[src/rtl/midi_pkg.sv]
// rtl/midi_pkg.sv - shared constants and state encoding for the MIDI note parser
package midi_pkg;

  // Channel voice status nibbles
  localparam logic [3:0] NOTE_OFF = 4'h8;
  localparam logic [3:0] NOTE_ON  = 4'h9;
  localparam logic [3:0] POLY_AT  = 4'hA;
  localparam logic [3:0] CC       = 4'hB;
  localparam logic [3:0] PROG     = 4'hC;
  localparam logic [3:0] CH_AT    = 4'hD;
  localparam logic [3:0] PITCH    = 4'hE;

  // Byte-class boundaries: [F0,F8) system common, [F8,FF] realtime
  localparam logic [7:0] COMMON_BASE   = 8'hF0;
  localparam logic [7:0] REALTIME_BASE = 8'hF8;

  typedef enum logic [1:0] {
    IDLE    = 2'd0,
    WAIT_D1 = 2'd1,
    WAIT_D2 = 2'd2,
    SYSEX   = 2'd3
  } parse_state_e;

endpackage

[src/rtl/midi_byte_classify.sv]
// rtl/midi_byte_classify.sv - combinational MIDI byte classifier
module midi_byte_classify
  import midi_pkg::*;
(
  input  logic [7:0] rx_data,
  output logic       is_data,
  output logic       is_voice,
  output logic       is_common,
  output logic       is_rt,
  output logic       needs_two_data
);

  // Classify by value range; needs_two_data is only meaningful for voice status bytes
  always_comb begin
    is_data        = ~rx_data[7];
    is_rt          = (rx_data >= REALTIME_BASE);
    is_common      = (rx_data >= COMMON_BASE) && (rx_data < REALTIME_BASE);
    is_voice       = rx_data[7] && (rx_data < COMMON_BASE);
    needs_two_data = (rx_data[7:4] != PROG) && (rx_data[7:4] != CH_AT);
  end

endmodule

[src/rtl/midi_note_parser.sv]
// rtl/midi_note_parser.sv - channel-filtered MIDI Note On/Off decoder with running status
module midi_note_parser
  import midi_pkg::*;
#(
  parameter int CHANNEL = 0,
  parameter int OMNI    = 0
) (
  input  logic       clk,
  input  logic       rst_b,
  input  logic [7:0] rx_data,
  input  logic       rx_valid,
  output logic       note_on,
  output logic       note_off,
  output logic [6:0] note,
  output logic [6:0] velocity,
  output logic       gate,
  output logic       err
);

  localparam logic [3:0] CHAN = 4'(CHANNEL);
  localparam logic       OMNI_EN = (OMNI != 0);

  logic is_data, is_voice, is_common, is_rt, needs_two_data;

  midi_byte_classify u_classify (
    .rx_data        (rx_data),
    .is_data        (is_data),
    .is_voice       (is_voice),
    .is_common      (is_common),
    .is_rt          (is_rt),
    .needs_two_data (needs_two_data)
  );

  parse_state_e state_q, state_d;
  logic [3:0]   run_type_q, run_type_d;
  logic         run_two_q, run_two_d;
  logic         match_q, match_d;
  logic [6:0]   d1_q, d1_d;
  logic [6:0]   held_q, held_d;
  logic [6:0]   note_q, note_d;
  logic [6:0]   velocity_q, velocity_d;
  logic         gate_q, gate_d;
  logic         note_on_q, note_on_d;
  logic         note_off_q, note_off_d;
  logic         err_q, err_d;

  // Register all parser and output state; reset clears everything
  always_ff @(posedge clk) begin
    if (!rst_b) begin
      state_q    <= IDLE;
      run_type_q <= 4'h0;
      run_two_q  <= 1'b0;
      match_q    <= 1'b0;
      d1_q       <= 7'h00;
      held_q     <= 7'h00;
      note_q     <= 7'h00;
      velocity_q <= 7'h00;
      gate_q     <= 1'b0;
      note_on_q  <= 1'b0;
      note_off_q <= 1'b0;
      err_q      <= 1'b0;
    end else begin
      state_q    <= state_d;
      run_type_q <= run_type_d;
      run_two_q  <= run_two_d;
      match_q    <= match_d;
      d1_q       <= d1_d;
      held_q     <= held_d;
      note_q     <= note_d;
      velocity_q <= velocity_d;
      gate_q     <= gate_d;
      note_on_q  <= note_on_d;
      note_off_q <= note_off_d;
      err_q      <= err_d;
    end
  end

  // Next-state: byte dispatch, running status, message completion and note tracking
  always_comb begin
    state_d    = state_q;
    run_type_d = run_type_q;
    run_two_d  = run_two_q;
    match_d    = match_q;
    d1_d       = d1_q;
    held_d     = held_q;
    note_d     = note_q;
    velocity_d = velocity_q;
    gate_d     = gate_q;
    note_on_d  = 1'b0;
    note_off_d = 1'b0;
    err_d      = 1'b0;

    if (rx_valid) begin
      if (is_rt) begin
        // Realtime bytes are transparent to message parsing
      end else if (is_common) begin
        // Only a SysEx start swallows following data; other common bytes
        // (including the F7 terminator) leave the parser with no status.
        run_type_d = 4'h0;
        run_two_d  = 1'b0;
        match_d    = 1'b0;
        state_d    = (rx_data == COMMON_BASE) ? SYSEX : IDLE;
      end else if (is_voice) begin
        run_type_d = rx_data[7:4];
        run_two_d  = needs_two_data;
        match_d    = OMNI_EN || (rx_data[3:0] == CHAN);
        state_d    = WAIT_D1;
      end else if (is_data) begin
        unique case (state_q)
          IDLE: err_d = 1'b1;
          WAIT_D1: begin
            d1_d = rx_data[6:0];
            if (run_two_q) state_d = WAIT_D2;
          end
          WAIT_D2: begin
            state_d = WAIT_D1;
            if (match_q) begin
              if ((run_type_q == NOTE_ON) && (rx_data[6:0] != 7'h00)) begin
                note_d     = d1_q;
                velocity_d = rx_data[6:0];
                held_d     = d1_q;
                gate_d     = 1'b1;
                note_on_d  = 1'b1;
              end else if ((run_type_q == NOTE_OFF) || (run_type_q == NOTE_ON)) begin
                if (gate_q && (d1_q == held_q)) begin
                  note_d     = d1_q;
                  velocity_d = rx_data[6:0];
                  gate_d     = 1'b0;
                  note_off_d = 1'b1;
                end
              end
            end
          end
          SYSEX: ;
          default: ;
        endcase
      end
    end
  end

  assign note_on  = note_on_q;
  assign note_off = note_off_q;
  assign note     = note_q;
  assign velocity = velocity_q;
  assign gate     = gate_q;
  assign err      = err_q;

endmodule

[config.mk]
export PLATFORM = sky130hd
export DESIGN_NAME = midi_note_parser
export DESIGN_NICKNAME = d
export VERILOG_FILES = /design/src/rtl/midi_pkg.sv /design/src/rtl/midi_byte_classify.sv /design/src/rtl/midi_note_parser.sv
export SDC_FILE = /design/constraint.sdc
export NUM_CORES = 1
export LEC_CHECK = 0
export CORE_MARGIN = 2
export CORE_UTILIZATION = 58
export DETAILED_ROUTE_END_ITERATION = 6
export PLACE_DENSITY = 0.84
export SLEW_MARGIN = 20
export SYNTH_ARGS = -nofsm -noshare
export SYNTH_HDL_FRONTEND = slang
export SYNTH_SLANG_ARGS = --single-unit
[constraint.sdc]
create_clock -name clk -period 4.2 [get_ports clk]
set_input_delay 0.84 -clock clk [delete_from_list [all_inputs] [get_ports clk]]
set_output_delay 0.84 -clock clk [all_outputs]
set_load 0.1 [all_outputs]
==> flow_summary.ini <==
[yosys]
synth_edf_count = 0
yosysTopAreaCellShare_pct = 37.1
netlist_top_cells_area = dfxtp_1 37%, nand3_1 8.6%, a32oi_1 5.7%
seq_area_frac_synth_pct = 37.1
ys_seq_elements = 40
synth_top_area_cell = dfxtp_1
synth_cell_types = 43
syn_nets = 264
synth_cells = 250
netlist_area_sq_mm = 0.00216
ys.flop_type = dfxtp_1
yosysWarnings = 0
syn_avg_cell_area_sq_um = 8.64
ys_async_sr_fraction_pct = 0

[floorplanning]
io_pins = 29
rows = 22
die_y_um = 65.0
start_util_pct = 59.5
die_w_um = 65.0
die-area_sq_mm = 0.00423
fp.coreArea_sq_mm = 0.00363

[drt]
wl_mm = 4.79
dr.pass1.iters = 5
viasPerCell = 6.31
avgRoutedWirePerCell_um = 15.3
antenna_left = 0
drcViolationCount = 0
vias = 1968
drt_iter0_drc = 211

[layout]
final_nets = 277
syn_to_final_growth_pct = 12.9
fin_util_pct = 67.1
drive_above_1_share_pct = 4.92
post-route-cell-area_sq_mm = 0.00244
antenna_cells = 0

[global_routing]
first_global_vias = 1843
grt_pass1_wl_mm = 8.37
grt_util_all_layers_pct = 25.3
grt-ovfl-total = 0
grt_max_degree = 26
antenna_found_initial = 0

[clock_network]
cts-hold-fix-buffers = 0
cts_setup_buffers = 0
worstSkewPairLatency_ps = 300
numCtsBuffers = 5
cts.reportedPaths.clkPinSlew_ps = 70
clock_path_buffers = 2
cts_root_buffer = clkbuf_8
cts_sinks = 40
cts_resized = 0
cts_max_level = 2
cts_tree = built

[critical_path]
path_class = in -> reg
critPathMaxFanout = 22
slowest_stage = clkdlybuf4s50_1
crit_chain = clkdlybuf4s50_1 -> nand4b_1 -> buf_4 -> or2_1 -> o31ai_1 -> a21oi_1
end_kind = register
reg2reg_slack_ps = 2050
worstSetupEndpoint = gate$_SDFFE_PN0P_
r2r_cells = 4
cp_top_family = buffers and inverters
r2r-end = gate$_SDFFE_PN0P_
cp_num_cells = 6
critPathMaxStageDelay_ps = 570
startpoint_type = input pin
r2r-start = run_type_q[1]$_SDFFE_PN0P_
crit_arrival_ps = 2850
required_ps = 4350
critPathBufInv = 2
critPathLaunch = rx_data[7]

[pwr]
p_sw_uw = 191
seq_power_share_pct = 53.0
clockPowerShare_pct = 35.8
power_uw = 739
switching_share_pct = 25.8
p_leak_uw = 0.000839
vdd_drop_max_mv = 0.225
power_density_mw_per_mm2 = 303
combPwrFrac_pct = 11.2
p_int_uw = 548

[sta]
worst_hold_slack_ps = 456
fin_crit_sh_pct = 64.1
finalMaxSlewViolations = 0
final-setup-viol-count = 0
final-hold-violation-count = 0
fmax_mhz = 372
rsz0062_at_grt = no
min_period_ps = 2690
relSlewSlack_pct = 35.1
worst_pin_slew_ps = 971
final.setup.tns_ps = 0
final.setup_skew_ps = 3.80

[outcome]
status = finished, final reports clean

[flow_run]
drv_cap = 0

[placed_design]
hpwl_mm = 3.25
place.gp.congestion = 0.815
dpl_cell_area_sq_mm = 0.00235
io_buffer_count = 28

[hold_path]
min_path_type = reg -> reg
how the worst min path moves through the flow:
stage,from,end,cells past startpoint
after floorplan,run_two_q$_SDFFE_PN0P_,run_two_q$_SDFFE_PN0P_,2
after global placement,match_q$_SDFFE_PN0P_,match_q$_SDFFE_PN0P_,2
after detailed placement,run_two_q$_SDFFE_PN0P_,run_two_q$_SDFFE_PN0P_,2
after CTS,run_two_q$_SDFFE_PN0P_,run_two_q$_SDFFE_PN0P_,2
after global routing,run_two_q$_SDFFE_PN0P_,run_two_q$_SDFFE_PN0P_,2
final,run_two_q$_SDFFE_PN0P_,run_two_q$_SDFFE_PN0P_,2
cell usage after synthesis, drive strengths merged, types with 3 or more instances:
master,instances
dfxtp,40
nand3,37
nand2,20
nor3,16
nor2,15
a32oi,14
buf,14
o2111ai,14
a21oi,10
clkbuf,8
mux2i,7
o21ai,7
xnor2,7
inv,4
a22oi,3
ha,3
power by group through the flow:
stage / clock network (uW) / registers [uW] / logic [uW]
CTS: 270 / 391 / 82.1
finish: 265 / 391 / 83.0
floorplan: 0 / 402 / 60.8
global placement: 0 / 400 / 80.6
detailed placement: 0 / 400 / 81.7
global route: 285 / 392 / 91.6
stage by stage:
stage / cells / worst slack [ps]
2_1_floorplan: 250 / 1900
3_3_place_gp: 304 / 1300
3_5_place_dp: 304 / 1230
4_1_cts: 312 / 1530
5_1_grt: 312 / 1430
6_report: 312 / 1510
cell usage in the layout (no fill, tap or decap), types with 3 or more instances in the layout:
cell type	count
inv_1	4
clkdlybuf4s50_1	28
xnor2_1	7
nand3_1	37
dfxtp_1	40
nand2_1	20
a32oi_1	14
mux2i_1	7
clkbuf_8	6
nor2_1	15
buf_4	3
o2111ai_1	14
nor3_1	16
a21oi_1	10
o21ai_1	7
ha_1	3
a22oi_1	3
worst min-delay path: cells and delay by family, from the launching register on:
family | cells | cell delay, ps
AO/OA/AOI/OAI | 1 | 50
buffers and inverters | 1 | 50
flip-flops | 1 | 310
state kept, by name, indices dropped and copies added (netlist names):
| name | cells |
|---|---|
| d1_q | 7 |
| err | 1 |
| gate | 1 |
| held_q | 7 |
| match_q | 1 |
| note | 7 |
| note_off | 1 |
| note_on | 1 |
| run_two_q | 1 |
| run_type_q | 4 |
| state_q | 2 |
| velocity | 7 |
logic make-up after synthesis:
| group | count (synthesis) | synth area share [%] |
|---|---|---|
| AOI/OAI and AO/OA | 61 | 22.6 |
| and+or+nand+nor | 103 | 23.8 |
| muxes | 7 | 3.24 |
| xor gates and xnor gates | 7 | 2.84 |
| buffers and inverters | 29 | 8.74 |
| adders and majority gates | 3 | 1.74 |
| DFF | 40 | 37.1 |
layout make-up:
type	instances	area, sq um
inverter	4	15.0
clock buffer	8	90.1
tap	48	60.1
fill	332	1190
sequential	40	801
multi-input combinational	181	1170
timing repair buffer	31	303
per-layer routing:
metal	share of wire [%]	global-route usage [%]
met1	45	33.0
met2	46	40.2
met3	7.1	7.47
met4	1.5	8.07
met5	0	0
(Power assumes the default switching activity.)
